## src/rtl/wdt_pkg.sv

```systemverilog
// Package for the watchdog timer.
// Holds the register byte offsets and the FSM state type that the
// timer top module and the testbench both use.
package wdt_pkg;

    localparam logic [15:0] WDEN_ADDR   = 16'h0100;
    localparam logic [15:0] WDLIVE_ADDR = 16'h0200;
    localparam logic [15:0] WTOCNT_ADDR = 16'h0300;
    localparam logic [15:0] COUNT_ADDR  = 16'h0400;
    localparam logic [15:0] STATUS_ADDR = 16'h0500;

    typedef enum logic [1:0] {
        IDLE    = 2'd0,
        COUNT   = 2'd1,
        EXPIRED = 2'd2
    } wdt_state_e;

endpackage

```

## src/rtl/wdt_timer_if.sv

```systemverilog
// Peripheral register bus plus watchdog status outputs.
//   wr_en/wr_addr/wr_data : single-cycle register write
//   rd_addr/rd_data       : combinational register read
//   timeout               : watchdog expired (registered level)
//   wdt_busy              : high while counting or expired
// master = bus driver (CPU side), slave = the watchdog.
interface wdt_timer_if;
    logic        wr_en;
    logic [15:0] wr_addr;
    logic [31:0] wr_data;
    logic [15:0] rd_addr;
    logic [31:0] rd_data;
    logic        timeout;
    logic        wdt_busy;

    modport master (
        output wr_en, wr_addr, wr_data, rd_addr,
        input  rd_data, timeout, wdt_busy
    );

    modport slave (
        input  wr_en, wr_addr, wr_data, rd_addr,
        output rd_data, timeout, wdt_busy
    );
endinterface

```

## src/rtl/wdt_prescaler.sv

```systemverilog
// Clock prescaler for the watchdog.
//   clk, rst  : clock, async active-low reset
//   i_run     : advance the prescaler this cycle
//   i_clear   : force the prescaler back to 0 (wins over i_run)
//   o_tick    : one-cycle pulse every PRESCALE running cycles
module wdt_prescaler #(
    parameter int unsigned PRESCALE = 1
) (
    input  logic clk,
    input  logic rst,
    input  logic i_run,
    input  logic i_clear,
    output logic o_tick
);

    // Keep at least one bit so PRESCALE=1 still elaborates; with a
    // single state the compare is always true and every cycle ticks.
    localparam int unsigned PW = (PRESCALE > 1) ? $clog2(PRESCALE) : 1;
    localparam logic [PW-1:0] LAST = PW'(PRESCALE - 1);

    logic [PW-1:0] r_cnt;

    assign o_tick = i_run && !i_clear && (r_cnt == LAST);

    always_ff @(posedge clk or negedge rst) begin
        if (!rst)
            r_cnt <= '0;
        else if (i_clear)
            r_cnt <= '0;
        else if (i_run)
            r_cnt <= o_tick ? '0 : r_cnt + 1'b1;
    end

endmodule

```

## src/rtl/wdt_timer.sv

```systemverilog
// Memory-mapped watchdog timer.
// Firmware programs WTOCNT, sets WDEN and must write WDLIVE bit0=1
// periodically; otherwise timeout asserts and holds until a kick or
// a disable.
//   clk, rst : clock, async active-low reset
//   bus      : register bus + timeout/wdt_busy outputs (slave side)
module wdt_timer
    import wdt_pkg::*;
#(
    parameter int unsigned PRESCALE = 1,
    parameter int unsigned CNT_W    = 32
) (
    input  logic        clk,
    input  logic        rst,
    wdt_timer_if.slave  bus
);

    wdt_state_e       r_state, w_state_nxt;
    logic [CNT_W-1:0] r_count, w_count_nxt;
    logic [CNT_W-1:0] r_wtocnt;
    logic             r_wden;
    logic             r_timeout, w_timeout_nxt;

    logic w_wr_wden, w_wr_wtocnt, w_kick, w_tick, w_presc_clr;

    assign w_wr_wden   = bus.wr_en && (bus.wr_addr == WDEN_ADDR);
    assign w_wr_wtocnt = bus.wr_en && (bus.wr_addr == WTOCNT_ADDR);
    assign w_kick      = bus.wr_en && (bus.wr_addr == WDLIVE_ADDR) && bus.wr_data[0];

    // Prescaler is held at 0 outside COUNT so that entering COUNT
    // (enable or kick from EXPIRED) always starts a full tick period.
    assign w_presc_clr = (r_state != COUNT) || w_kick;

    wdt_prescaler #(.PRESCALE(PRESCALE)) u_presc (
        .clk     (clk),
        .rst     (rst),
        .i_run   (r_state == COUNT),
        .i_clear (w_presc_clr),
        .o_tick  (w_tick)
    );

    // Config registers
    always_ff @(posedge clk or negedge rst) begin
        if (!rst) begin
            r_wden   <= 1'b0;
            r_wtocnt <= '0;
        end else begin
            if (w_wr_wden)   r_wden   <= bus.wr_data[0];
            if (w_wr_wtocnt) r_wtocnt <= bus.wr_data[CNT_W-1:0];
        end
    end

    // FSM state, counter and timeout flag
    always_ff @(posedge clk or negedge rst) begin
        if (!rst) begin
            r_state   <= IDLE;
            r_count   <= '0;
            r_timeout <= 1'b0;
        end else begin
            r_state   <= w_state_nxt;
            r_count   <= w_count_nxt;
            r_timeout <= w_timeout_nxt;
        end
    end

    always_comb begin
        w_state_nxt   = r_state;
        w_count_nxt   = r_count;
        w_timeout_nxt = r_timeout;
        if (w_wr_wden && !bus.wr_data[0]) begin
            w_state_nxt   = IDLE;
            w_count_nxt   = '0;
            w_timeout_nxt = 1'b0;
        end else begin
            case (r_state)
                IDLE: begin
                    if (w_wr_wden) begin
                        w_state_nxt = COUNT;
                        w_count_nxt = '0;
                    end else if (w_kick) begin
                        w_count_nxt = '0;
                    end
                end
                COUNT: begin
                    if (w_kick) begin
                        w_count_nxt = '0;
                    end else if (w_tick) begin
                        // Expiry is tested before the increment, so the
                        // counter never passes WTOCNT and cannot wrap.
                        if (r_count >= r_wtocnt) begin
                            w_state_nxt   = EXPIRED;
                            w_timeout_nxt = 1'b1;
                        end else begin
                            w_count_nxt = r_count + 1'b1;
                        end
                    end
                end
                EXPIRED: begin
                    if (w_kick) begin
                        w_state_nxt   = COUNT;
                        w_count_nxt   = '0;
                        w_timeout_nxt = 1'b0;
                    end
                end
                default: begin
                    w_state_nxt   = IDLE;
                    w_count_nxt   = '0;
                    w_timeout_nxt = 1'b0;
                end
            endcase
        end
    end

    assign bus.timeout  = r_timeout;
    assign bus.wdt_busy = (r_state != IDLE);

    // Read mux; reads see register values before any same-cycle write.
    always_comb begin
        bus.rd_data = '0;
        case (bus.rd_addr)
            WDEN_ADDR:   bus.rd_data = {31'd0, r_wden};
            WTOCNT_ADDR: bus.rd_data = 32'(r_wtocnt);
            COUNT_ADDR:  bus.rd_data = 32'(r_count);
            STATUS_ADDR: bus.rd_data = {30'd0, (r_state != IDLE), r_timeout};
            default:     bus.rd_data = '0;
        endcase
    end

endmodule
```

## src/flat_wrapper.sv

```systemverilog
// flat-port wrapper written by rule: the top's interface ports become plain ports
module wdt_timer_flat import wdt_pkg::*;
#(
    parameter int unsigned PRESCALE = 1,
    parameter int unsigned CNT_W    = 32
)
  (clk, rst, bus_wr_en, bus_wr_addr, bus_wr_data, bus_rd_addr, bus_rd_data, bus_timeout, bus_wdt_busy);
  wdt_timer_if bus_i ();
  input  logic clk;
  input  logic rst;
  input wire logic [$bits(bus_i.wr_en)-1:0] bus_wr_en;
  input wire logic [$bits(bus_i.wr_addr)-1:0] bus_wr_addr;
  input wire logic [$bits(bus_i.wr_data)-1:0] bus_wr_data;
  input wire logic [$bits(bus_i.rd_addr)-1:0] bus_rd_addr;
  output wire logic [$bits(bus_i.rd_data)-1:0] bus_rd_data;
  output wire logic [$bits(bus_i.timeout)-1:0] bus_timeout;
  output wire logic [$bits(bus_i.wdt_busy)-1:0] bus_wdt_busy;
  assign bus_i.wr_en = bus_wr_en;
  assign bus_i.wr_addr = bus_wr_addr;
  assign bus_i.wr_data = bus_wr_data;
  assign bus_i.rd_addr = bus_rd_addr;
  assign bus_rd_data = bus_i.rd_data;
  assign bus_timeout = bus_i.timeout;
  assign bus_wdt_busy = bus_i.wdt_busy;
  wdt_timer #(.PRESCALE(PRESCALE), .CNT_W(CNT_W)) u_core (.clk(clk), .rst(rst), .bus(bus_i));
endmodule
```

## config.mk

```make
export PLATFORM = sky130hd
export DESIGN_NAME = wdt_timer_flat
export DESIGN_NICKNAME = d
export VERILOG_FILES = /design/src/rtl/wdt_pkg.sv /design/src/rtl/wdt_timer_if.sv /design/src/rtl/wdt_prescaler.sv /design/src/rtl/wdt_timer.sv /design/src/flat_wrapper.sv
export SDC_FILE = /design/constraint.sdc
export NUM_CORES = 1
export LEC_CHECK = 0
export ABC_AREA = 1
export BUFFER_PORTS_ARGS = -buffer_cell sky130_fd_sc_hd__buf_2
export CORE_ASPECT_RATIO = 1.25
export CORE_MARGIN = 1.5
export CORE_UTILIZATION = 50
export CTS_CLUSTER_SIZE = 25
export DETAILED_ROUTE_END_ITERATION = 10
export PLACE_DENSITY_LB_ADDON = 0.15
export SYNTH_ARGS = -nofsm -noshare
export SYNTH_HDL_FRONTEND = slang
export SYNTH_SLANG_ARGS = --single-unit
```

## constraint.sdc

```tcl
create_clock -name clk -period 2.9 [get_ports clk]
set_clock_uncertainty 0.2 [all_clocks]
set_input_delay 0.29 -clock clk [delete_from_list [all_inputs] [get_ports clk]]
set_output_delay 0.29 -clock clk [all_outputs]
set_load 0.01 [all_outputs]
```

Word-level counts from Yosys, hierarchy flattened
Index checks and enable logic that the tools add are counted.
Word-level totals
  bits in latches: 0
  register bits: 69
  bits of input ports: 67
  memories: 0
  word-level logic and storage cells: 68
  RAM bits: 0
  memory bits (read-only): 0
Operators by class
  equality and inequality tests: 18
  bitwise logic cells: 1
  $lt $le $gt $ge: 1
  mux-type cells: 24
  shift operators: 0
  $mul: 0
  div/mod/pow operators: 0
  $add $sub $neg: 2
  reduce and logical (&&, ||, !) cells: 16
Operator list (count)
  $mux W32: 6
  $pmux W32 S4: 1
  $pmux W32 S3: 1
  $eq A16 B10 Y1 const B: 3
  $add A32 B1 Y32 const B: 1
  $eq A16 B11 Y1 const B: 2
  $eq A16 B9 Y1 const B: 2
  $ge A32 B32 Y1: 1
  $mux W2: 6
  $ne A3 B1 Y1 const B: 4
  $reduce_and A5 Y1: 2
  $mux W1: 8
  $logic_and A1 B1 Y1: 7
  $pmux W2 S3: 1
  $ne A2 B1 Y1 const B: 2
  $ne A4 B1 Y1 const B: 1
  $ne A4 B2 Y1 const B: 1
  $reduce_bool A2 Y1: 2
  $ne A3 B3 Y1 const B: 1
  $pmux W1 S3: 1
  $eq A2 B1 Y1 const B: 1
  $eq A2 B2 Y1 const B: 1
  $logic_not A1 Y1: 2
  $logic_not A2 Y1: 1
  other kinds (4): 4

Depth between registers and ports, before layout
Gate-level depths: netlist of run 1.
  depth after elaboration: 11
  mapped depth: 18

By module
Synthesis of run 1 repeated with hierarchy kept, for this count alone.
Unflattened totals
  cells, all modules: 753
  area, all modules: 5345.1 µm²
By module, submodules not included
  wdt_timer: times used 1, cells an instance 747, area an instance 5301.3 µm²
  wdt_prescaler: times used 1, cells an instance 6, area an instance 43.8 µm²

Worst setup path after synthesis of run 1
No wires, ideal clock.
  path type: reg2reg
  start point: register u_core.r_count[14]
  end point: register u_core.r_count[12]
  path buffers: 2
  data arrival time: 1726 ps
  stages on the path, launching flop included: 15
  path slack: 854 ps
  clock period less this slack: 2046 ps
  path through: dfrtp_1 ha_1 nand2_1 nor2_1 nand2_1 nor2_1 nor2_1 nand2_1 nand2_1 nand3b_1 nand2_2 buf_6 buf_6 nand2_1 o21ai_2
Between the ends
  longest elaborated chain between the ends: 3
RTL lines
  start, declared: line wdt_timer.sv:19  | logic [CNT_W-1:0] r_count, w_count_nxt;
  start signal, assigned: line wdt_timer.sv:61  | r_count <= w_count_nxt;
  $ge A32 B32 Y1: line wdt_timer.sv:90  | if (r_count >= r_wtocnt) begin
  $ne A4 B2 Y1 (no line)
  $reduce_and A2 Y1 (no line)
No other way between the ends.
A chain may end at the register's enable or synchronous reset.

Worst setup path after layout of run 1
  start point: register u_core.r_wtocnt[21]
  end point: register u_core.r_count[24]
Between the ends
  longest elaborated chain between the ends: 3
RTL lines
  start, declared: line wdt_timer.sv:20  | logic [CNT_W-1:0] r_wtocnt;
  start signal, assigned: line wdt_timer.sv:49  | if (w_wr_wtocnt) r_wtocnt <= bus.wr_data[CNT_W-1:0];
  $ge A32 B32 Y1: line wdt_timer.sv:90
  $ne A4 B2 Y1 (no line)
  $reduce_and A2 Y1 (no line)
No other way between the ends.

==> run summary, run 1 <==
Outcome = completed
Mapped Nets = 941
DR DRC count = 0
Crit Path Max Fanout = 17
Synth area leader = dfrtp_1
Crit path from = u_core.r_wtocnt[21]$_DFFE_PN0P_
Flop-to-flop setup slack = 500 ps
Top post-synthesis cells by area = dfrtp_1, nand2_1, nor2_1
Crit path arrival time = 2480 ps
Xor and xnor area share after synthesis = 0.00158
Post-DR wirelength/cell = 14.6 µm
Largest net degree at the start of global routing = 70
Overall Power = 3130 µW
Hold_ws = 2.97 ps
CTS buffer count = 9
Antenna diodes = 0
DRT Pass-1 Iters = 6
# IOs = 101
Initial antenna violation count = 0
Clock Latency Late Sink = 340 ps
Global-route wire length before repair = 26.5 mm
Via density = 5.42
PwrDens = 470 mW/mm²
Global placement routability congestion = 0.965
Die width = 97.2 µm
Fraction of layout cells with a size suffix above 1 = 0.193
Multiplexer share of the synthesized area = 0
DR iter-0 viols = 509
Leakage = 0.00348 µW
Post-Place Worst Slack = 531 ps
Synth Cell Area = 0.00555 mm²
Hold Path Origin = bus_wr_data[14]
CTS tree = yes
Syn avg cell area = 6.60 µm²
Synth top area share = 0.311
Gate Count Post-Synth = 841
Number of fill cells = 1067
Hold Path Depth = 3
Worst hold path endpoint = u_core.r_wtocnt[14]$_DFFE_PN0P_
Element type at the critical path end = flop
Final ANT Viol Nets = 0
Final Setup Violations = 0
Synth Register Bits = 69
Detailed Route WL = 15.9 mm
Synth Area in Simple Gates = 0.368
Initial core utilization = 0.518
Min cycle time layout = 2400 ps
Worst slew pin tran = 532 ps
Largest family of logic cells by synthesized area = simple AND/OR/NAND/NOR gates
YS warnings = 0
Worst setup SP type = flop
Layout area overhead = 19.7%
Die area = 0.0117 mm²
Worst setup path class = reg2reg
IO Port Bufs = 100
Die height = 121 µm
FP Rows = 42
Root buffer cell = clkbuf_16
Compound-Gate Fraction of Synth Area = 0.144
Max Cap Viol = 0
Final setup TNS = 0 ps
Post-synth cell types = 40
CTS clk-pin slew, worst paths = 60 ps
Total gr overflow = 0
Peak Freq = 0.416 GHz
Min-delay worst type = in2reg
Vias after detailed routing = 5908
Reg2Reg Depth = 12
Synth Area in Adders = 0.0744
Post-synthesis sequential area ratio = 0.311
Reg2reg start = u_core.r_wtocnt[21]$_DFFE_PN0P_
Period Utilization, post-route = 0.828
H-tree level count = 3
Final Hold Fails = 0
Overall Global Routing Usage = 0.282
Slack of the critical path = 497 ps
# nets final = 1054
Req. time, crit path = 2980 ps
Vias in the first global route = 5511
Clk sinks = 69
Core footprint = 0.0107 mm²
Slew Limit Fails = 0
CTS Buffer Depth = 2
VDD IR-drop max = 316 µV
Post-DP HPWL = 11.6 mm
Slew HR = 0.645
Worst flop-to-flop path endpoint = u_core.r_count[24]$_DFFE_PN0P_
Post-CTS Repair Setup Buffers = 0
RSZ-0062 raised after global routing = no
[registers in the layout, summed over array words and instances, names as in the netlist]
register              flops
u_core.r_count           32
u_core.r_wden             1
u_core.u_presc.r_cnt      1
u_core.r_wtocnt          32
u_core.r_state            2
u_core.bus.timeout        1
[placed cells by master, fill, tap and decap left out, types with 2 or more instances in the layout]
| master | instances |
|---|---|
| clkinv_2 | 3 |
| clkinvlp_4 | 2 |
| o21ai_2 | 14 |
| buf_4 | 13 |
| a21oi_1 | 61 |
| nand3b_1 | 4 |
| nand3_1 | 57 |
| nor2_2 | 9 |
| a21o_1 | 2 |
| nand4_1 | 17 |
| o21ai_0 | 19 |
| nand2_1 | 228 |
| o22ai_1 | 28 |
| dlygate4sd3_1 | 15 |
| a21oi_2 | 3 |
| nor3_1 | 7 |
| nand2_4 | 3 |
| dfrtp_1 | 69 |
| o21ai_1 | 6 |
| clkbuf_16 | 9 |
| nor2_4 | 5 |
| inv_2 | 10 |
| nand3_2 | 4 |
| bufinv_16 | 2 |
| nor2_1 | 123 |
| nand4_2 | 2 |
| ha_1 | 33 |
| inv_1 | 95 |
| buf_2 | 100 |
| nand2_2 | 3 |
[cell usage after synthesis]
| cell type | instances |
|---|---|
| nand2_1 | 228 |
| nor2_1 | 123 |
| inv_1 | 95 |
| dfrtp_1 | 69 |
| a21oi_1 | 61 |
| nand3_1 | 58 |
| ha_1 | 33 |
| o22ai_1 | 28 |
| o21ai_0 | 19 |
| nand4_1 | 17 |
| o21ai_2 | 14 |
| clkbuf_1 | 11 |
| inv_2 | 10 |
| nor2_2 | 9 |
| buf_2 | 8 |
| nor3_1 | 7 |
| buf_6 | 6 |
| o21ai_1 | 6 |
| nor2_4 | 5 |
| nand3b_1 | 4 |
| a21oi_2 | 3 |
| nand2_2 | 3 |
| nand2_4 | 3 |
| nand3_2 | 3 |
| a21o_1 | 2 |
| nand4_2 | 2 |
| and3_1 | 1 |
| buf_1 | 1 |
| buf_4 | 1 |
| conb_1 | 1 |
| nor3_2 | 1 |
| nor3b_1 | 1 |
| nor4_1 | 1 |
| o211ai_1 | 1 |
| o21a_1 | 1 |
| o21bai_1 | 1 |
| o221ai_1 | 1 |
| or2_2 | 1 |
| or3_1 | 1 |
| xor2_1 | 1 |
[cells by family (layout without fill, tap and decap cells)]
family / Yosys count / count (layout)
other: 1 / 1
AND/OR/NAND/NOR: 468 / 468
AO/OA/AOI/OAI: 137 / 137
buffers and inverters: 132 / 250
XOR/XNOR: 1 / 1
flip-flops: 69 / 69
adder cells (fa/ha/maj): 33 / 33
[where the power goes]
| part | switching [µW] | internal, µW | leakage (µW) |
|---|---|---|---|
| Combinational | 634 | 261 | 0.00254 |
| Sequential | 45.2 | 1000 | 0.000788 |
| Clock | 438 | 748 | 0.000151 |
[layout make-up]
class	instances	area, µm²	area share
tap	132	165	0.0249
sequential	69	1730	0.260
clock inverter	7	90.1	0.0136
clock buffer	9	225	0.0339
timing repair buffer	129	768	0.116
inverter	105	394	0.0593
multi-input combinational	640	3270	0.493
[worst max-delay path, cell delays in order, from the launching register on]
cell,delay (ps)
dfrtp_1,350
inv_1,160
ha_1,270
a21oi_1,140
nor2_1,60
nor2_1,90
nand3_1,70
a21oi_1,250
nand3b_1,150
nand2_2,120
buf_4,260
nand3_1,140
nand2_1,80
[stage by stage]
stage	instance area [µm²]	utilization	std cells
CTS	6640	0.620	1091
floorplan	5550	-	841
finish	6640	0.620	1091
global route	6640	0.620	1091
detailed placement	6180	0.576	1060
global placement	6180	0.576	1060
[worst max path at each step]
stage | endpoint | slack, ps | cells past startpoint
final | u_core.r_count[24]$_DFFE_PN0P_ | 500 | 12
after global routing | u_core.r_count[0]$_DFFE_PN0P_ | 280 | 16
after CTS | u_core.r_count[1]$_DFFE_PN0P_ | 520 | 13
after detailed placement | u_core.r_count[1]$_DFFE_PN0P_ | 530 | 13
after global placement | u_core.r_count[1]$_DFFE_PN0P_ | 560 | 13
after floorplan | u_core.r_count[12]$_DFFE_PN0P_ | 850 | 14
[layer usage]
| metal | wire [µm] | global-route usage | vias up |
|---|---|---|---|
| met2 | 7230 | 0.452 | 230 |
| met4 | 758 | 0.148 | 0 |
| met1 | 7000 | 0.366 | 2661 |
| met3 | 883 | 0.0457 | 50 |
| met5 | 0 | 0 | - |
| li1 | - | - | 2967 |
[timing repair]
| item | CTS | global route |
|---|---|---|
| resized for setup | 0 | 0 |
| hold endpoints to repair | 83 | 0 |
| hold buffers | 15 | 0 |
Note: power is estimated with default switching activity, not from simulation.
==> run 2, diff against run 1 <==
- ABC_AREA: 1 -> 0
- CORE_UTILIZATION: 50 -> 49
- clock period: 2.9 -> 2.05 ns (I/O delays scaled with it)
==> run 2 against run 1 <==
Effect of this change:
- routed wire length shrank 16%
- worst setup slack lost 1200 ps
- synthesized area shrank 21%
- combinational power grew 58%
- the flow now finishes with violations (negative setup slack)
- count of clock-buffer cells in the layout grew 4
- maximum frequency shrank 11%
- worst hold slack gained 39 ps
- synthesized cell count shrank 41%
- sequential power grew 37%
- sequential cell count is the same
- core utilization grew 15 points
==> run summary, run 2 <==
PwrDens = 588 mW/mm² (+25%)
Reg2Reg Depth = 9 (-3)
Hold Path Depth = 3 (unchanged)
DR iter-0 viols = 305 (-40%)
Synth Cell Area = 0.00436 mm² (-21%)
CTS Buffer Depth = 2 (unchanged)
Root buffer cell = clkbuf_8
Final ANT Viol Nets = 0 (unchanged)
EDFF count, synth = 0 (unchanged)
Vias after detailed routing = 4684 (-21%)
Outcome = complete, but fails checks
Final core occ = 0.768 (+0.149)
Global-route wire length before repair = 20.6 mm (-22%)
Slack of the critical path = -663 ps (-1160 ps)
Die width = 87.4 µm (-10%)
IO Port Bufs = 100 (unchanged)
Top-count cell post-synth = nand2_1
# nets final = 824 (-22%)
Number of fill cells = 625 (-41%)
Element type at the critical path end = flop
YS warnings = 0 (unchanged)
Final setup TNS = -26810 ps (-26810 ps)
Mapped Nets = 599 (-36%)
Crit Path Max Fanout = 12 (-5)
CTS buffer count = 9 (unchanged)
RSZ-0062 raised after global routing = yes
Worst setup SP type = flop
# IOs = 101 (unchanged)
Die area = 0.00947 mm² (-19%)
Slew Limit Fails = 0 (unchanged)
Final Hold Fails = 0 (unchanged)
Synth Register Bits = 69 (unchanged)
Most common cell after layout, fill and taps aside = buf_2
Synth area leader = dfrtp_1
Min-delay worst type = in2reg
Crit path arrival time = 2790 ps (+310 ps)
Global placement routability congestion = 0.898 (-6.9%)
Largest net degree at the start of global routing = 36 (-49%)
Gate Count Post-Synth = 499 (-41%)
Leakage = 0.00336 µW (-3.5%)
Vias in the first global route = 4674 (-15%)
Fraction of layout cells with a size suffix above 1 = 0.400 (+0.207)
Top Registers = u_core.r_count (32), u_core.r_wtocnt (32), u_core.r_state (2)
CTS tree = yes
CTS clk-pin slew, worst paths = 70 ps (about the same)
Detailed Route WL = 13.3 mm (-16%)
Post-DR wirelength/cell = 15.7 µm (+7.6%)
FFs w/ async S/R, synth = 1.00 (unchanged)
Synth Flop Type = dfrtp_1
DR DRC count = 0 (unchanged)
Synth top area share = 0.396 (+0.0849)
Overall Global Routing Usage = 0.275 (-0.00699)
DRT Pass-1 Iters = 5 (-1)
Peak Freq = 0.369 GHz (-11%)
Initial core utilization = 0.504 (-0.0139)
Max Cap Viol = 0 (unchanged)
Period Utilization, post-route = 1.32 (+0.495)
FP Rows = 38 (-9.5%)
Top post-synthesis cells by area = dfrtp_1, ha_1, nand2_1
Clock Latency Late Sink = 350 ps (about the same)
Total gr overflow = 0 (unchanged)
Syn avg cell area = 8.74 µm² (+32%)
Worst setup path class = reg2reg
Die height = 108 µm (-10%)
Final Setup Violations = 66 (+66)
VDD IR-drop max = 507 µV (+61%)
H-tree level count = 3 (unchanged)
Via density = 5.53 (+2.1%)
Failing checks = negative setup slack
Post-synth cell types = 44 (+10%)
Commonest non-fill, non-tap cells in the layout = buf_2, buf_4, nand2_1
Req. time, crit path = 2130 ps (-850 ps)
Clk sinks = 69 (unchanged)
Post-synthesis sequential area ratio = 0.396 (+0.0849)
Min cycle time layout = 2710 ps (+310 ps)
Antenna diodes = 0 (unchanged)
Synth top cells by count = nand2_1, dfrtp_1, a21oi_1
Post-DP HPWL = 9.15 mm (-21%)
Layout area overhead = 52.5%
Initial antenna violation count = 0 (unchanged)
Core footprint = 0.00865 mm² (-19%)
-- run 2: worst max-delay path, cell delays in order, from the launching register on --
cell and delay, ps:
dfrtp_1 420, ha_4 290, nand4_1 130, or3_4 350
or4_4 440, a31oi_4 210, nand4b_4 210, a21oi_4 110
buf_12 170, a21oi_1 120
-- run 2: cells by family after synthesis --
kind of cell             after synthesis  share of synthesized area
AO/OA/AOI/OAI                        174                      0.261
AND/OR/NAND/NOR                      156                      0.177
flip-flops                            69                      0.396
buffers and inverters                 61                     0.0585
adder cells (fa/ha/maj)               33                     0.0947
multiplexers                           5                     0.0123
other                                  1                   0.000860
-- run 2: stage by stage --
step	hold WS (ps)	worst slack (ps)	std cells	cell area, µm²	total power (µW)
after floorplan	-291	-466	499	4540	2200
after global placement	-12.0	-667	795	5900	2690
after detailed placement	-0.578	-730	795	5900	2730
after CTS	34.1	-690	841	6450	3860
after global routing	39.8	-773	847	6650	4100
final	42.1	-663	847	6650	3910
-- run 2: worst paths after layout --
kind	from	slack [ps]	endpoint
min in group asynchronous	rst	150	u_core.r_wtocnt[19]$_DFFE_PN0P_
max reg2reg	u_core.r_count[13]$_DFFE_PN0P_	-660	u_core.r_count[27]$_DFFE_PN0P_
max	u_core.r_count[13]$_DFFE_PN0P_	-660	u_core.r_count[27]$_DFFE_PN0P_
max in group asynchronous	rst	940	u_core.r_wtocnt[2]$_DFFE_PN0P_
min reg2reg	u_core.r_wden$_DFFE_PN0P_	310	u_core.r_wden$_DFFE_PN0P_
min	bus_wr_data[0]	40	u_core.r_wden$_DFFE_PN0P_
-- run 2: timing repair --
| action | CTS | global route |
|---|---|---|
| setup endpoints to repair | 37 | 67 |
| hold buffers | 32 | 0 |
| pin swaps | 4 | 38 |
| hold endpoints to repair | 45 | 0 |
| gates cloned | 0 | 3 |
| resized for setup | 10 | 25 |
| setup buffers | 0 | 3 |
-- run 2: power by group --
group          internal (µW)  switching (µW)  total, µW
clock network            557             517       1070
registers               1400            24.4       1420
logic                    611             800       1410
total                   2570            1340       3910
-- run 2: cell type report --
| cell class | instances | area, µm² | area share |
|---|---|---|---|
| Multi-Input combinational cell | 369 | 2670 | 0.402 |
| Timing Repair Buffer | 238 | 1780 | 0.267 |
| Sequential cell | 69 | 1730 | 0.260 |
| Clock buffer | 13 | 179 | 0.0269 |
| Tap cell | 120 | 150 | 0.0226 |
| Inverter | 37 | 139 | 0.0209 |
| Clock inverter | 1 | 5.00 | 0.000753 |
-- run 2: layer usage --
| layer | vias to the layer above | wire length [µm] | track usage |
|---|---|---|---|
| met5 | - | 0 | 0 |
| met4 | 0 | 257 | 0.0941 |
| met3 | 28 | 529 | 0.0450 |
| met2 | 139 | 7210 | 0.499 |
| met1 | 2259 | 5270 | 0.323 |
| li1 | 2258 | - | - |
==> run 3, diff against run 2 <==
- CELL_PAD_IN_SITES_DETAIL_PLACEMENT: not set -> 0
- CELL_PAD_IN_SITES_GLOBAL_PLACEMENT: not set -> 2
- CORE_UTILIZATION: 49 -> 29
==> run 3 against run 2 <==
Effect of this change:
- the flow still finishes with violations (negative setup slack)
- first-iteration DRC count decreased by 45%
- via count down 2.5%
- cell count increased by 8.5%
- non-clock buffer count rose by 12
- worst setup slack got worse by 23 ps
- core utilization fell by 28 points
- global-route usage shrank 9.3 points
- total power increased by 14%
- register-to-register slack worse by 20 ps
- largest power group is now the clock network
- highest routed layer unchanged
==> run summary, run 3 (synthesis gave the netlist of run 2 again) <==
Final ANT Viol Nets = 0 (unchanged)
Crit-path leading delay family = simple AND/OR/NAND/NOR gates
CTS tree = yes
Initial core utilization = 0.300 (-0.204)
Total gr overflow = 0 (unchanged)
Placed Instances = 860 (+8.2%)
PwrDens = 634 mW/mm² (+7.8%)
Global-route wire length before repair = 22.9 mm (+11%)
Slew HR = 0.559
Crit path arrival time = 2800 ps (about the same)
Crit Path Max Fanout = 12 (unchanged)
DRT Pass-1 Iters = 4 (-1)
Multi-input logic area = 0.00274 mm² (+2.7%)
Outcome = complete, but fails checks
Post-DR wirelength/cell = 15.4 µm (-1.5%)
FF+latch area = 0.00173 mm² (unchanged)
Sw frac = 0.325 (-0.0177)
Worst setup path class = reg2reg
Fraction of layout cells with a size suffix above 1 = 0.422 (+0.0221)
Peak Freq = 0.365 GHz (-0.86%)
Overall Global Routing Usage = 0.181 (-0.0934)
Period Utilization, post-route = 1.33 (+0.0115)
Max Cap Viol = 0 (unchanged)
Clk pwr share = 0.353 (+0.078)
Vias after detailed routing = 4565 (-2.5%)
H-tree level count = 3 (unchanged)
Final Hold Fails = 0 (unchanged)
Internal cell power = 3010 µW (+17%)
Req. time, crit path = 2120 ps (about the same)
Final Setup Violations = 51 (-23%)
Root buffer cell = clkbuf_16
Worst setup SP type = flop
Crit-path cells = ha_4, nand4_1, or3_4, or4_4, a31oi_4, nand4b_4, a21oi_4, buf_12, a21oi_2
CTS clk-pin slew, worst paths = 60 ps (about the same)
Buf+Inv Stages, Crit Path = 1 (unchanged)
Initial antenna violation count = 0 (unchanged)
Top Registers = u_core.r_count (32), u_core.r_wtocnt (32), u_core.r_state (2)
Clk sinks = 69 (unchanged)
Largest net degree at the start of global routing = 35 (-2.8%)
RSZ-0062 raised after global routing = yes
CTS buffer count = 9 (unchanged)
Min cycle time layout = 2740 ps (+23.5 ps)
Vias in the first global route = 4714 (+0.86%)
Combinational power share = 0.328 (-0.033)
# nets final = 836 (+1.5%)
Via density = 4.97 (-10%)
VDD IR-drop max = 358 µV (-29%)
DR DRC count = 0 (unchanged)
Die area = 0.0158 mm² (+67%)
Leakage = 0.00350 µW (+4.1%)
Slack of the critical path = -686 ps (-23.5 ps)
IO Port Bufs = 100 (unchanged)
Antenna diodes = 0 (unchanged)
Overall Power = 4460 µW (+14%)
Detailed Route WL = 14.2 mm (+6.9%)
# IOs = 101 (unchanged)
Die height = 140 µm (+29%)
Fin cells = 919 (+8.5%)
Commonest non-fill, non-tap cells in the layout = buf_4, buf_2, nand2_1
Sw power = 1450 µW (+8.2%)
Number of fill cells = 1408 (+130%)
Failing checks = negative setup slack
FP Rows = 49 (+29%)
Most common cell after layout, fill and taps aside = buf_4
Die width = 113 µm (+29%)
Global placement routability congestion = 0.838 (-6.7%)
Seq pwr share = 0.319 (-0.045)
CTS Buffer Depth = 2 (unchanged)
Worst slew pin tran = 662 ps
Slew Limit Fails = 0 (unchanged)
Core footprint = 0.0145 mm² (+68%)
Slowest CP cell = or4_4
Final setup TNS = -23460 ps (+3350 ps)
Max incr delay on CP = 430 ps (about the same)
Post-DP HPWL = 9.91 mm (+8.2%)
Layout area overhead = 61.5%
Clock Latency Late Sink = 340 ps (about the same)
Element type at the critical path end = flop
Min-delay worst type = in2reg
DR iter-0 viols = 167 (-45%)
==> run 3: changes by cell type in the layout (fill, tap and decap cells not counted), sizes merged <==
cell / delta
buf: +12
clkbuf: -2
bufinv: +1
clkinv: +3
==> run 3: worst paths after layout <==
kind,cells after the start,endpoint,startpoint,slack (ps)
setup / recovery,9,u_core.r_count[12]$_DFFE_PN0P_,u_core.r_count[14]$_DFFE_PN0P_,-690
hold / removal,3,u_core.r_wtocnt[0]$_DFFE_PN0P_,bus_wr_data[0],30
setup reg to reg,9,u_core.r_count[12]$_DFFE_PN0P_,u_core.r_count[14]$_DFFE_PN0P_,-690
hold reg to reg,1,u_core.r_wden$_DFFE_PN0P_,u_core.r_wden$_DFFE_PN0P_,310
max in group asynchronous,3,u_core.r_count[5]$_DFFE_PN0P_,rst,810
min in group asynchronous,2,u_core.r_wtocnt[30]$_DFFE_PN0P_,rst,230
==> run 3: per-stage QoR <==
| step | instance area, µm² | util | hold WS (ps) | worst slack [ps] |
|---|---|---|---|---|
| 4_1_cts | 6860 | 0.472 | 24.0 | -661 |
| 3_3_place_gp | 6030 | 0.415 | 70.6 | -678 |
| 5_1_grt | 7040 | 0.485 | 51.9 | -755 |
| 3_5_place_dp | 6030 | 0.415 | 68.8 | -761 |
| 2_1_floorplan | 4540 | - | -291 | -466 |
| 6_report | 7040 | 0.485 | 33.3 | -686 |
==> run 3: timing repair <==
action	in CTS	in global routing
pin swaps	9	27
hold buffers	32	0
hold endpoints to repair	52	0
gates cloned	2	4
setup endpoints to repair	67	67
setup buffers	5	3
resized for setup	26	33
==> run 3: routing by layer <==
layer / vias up / part of all wire / track usage / wire length (µm)
met5: - / 0 / 0 / 0
met4: 0 / 0.030 / 0.0886 / 420
met3: 26 / 0.032 / 0.0229 / 456
met2: 91 / 0.49 / 0.306 / 6930
met1: 2148 / 0.45 / 0.228 / 6380
li1: 2300 / - / - / -
==> run 3: tightest hold or removal path, cell delays in order <==
cell	delay, ps
buf_2	80
buf_4	120
mux2_2	130
==> run 3: final cells by class <==
cell class	instances	area share
Inverter	37	0.0197
Sequential cell	69	0.246
Multi-Input combinational cell	369	0.390
Clock buffer	11	0.0345
Timing Repair Buffer	250	0.272
Clock inverter	5	0.00711
Tap cell	178	0.0316
==> run 3: power by group through the flow <==
stage	Combinational [µW]	Clock, µW	Sequential [µW]
6_report	1460	1580	1420
5_1_grt	1600	1680	1430
4_1_cts	1340	1630	1420
3_5_place_dp	1260	0	1450
3_3_place_gp	1240	0	1450
2_1_floorplan	725	0	1480
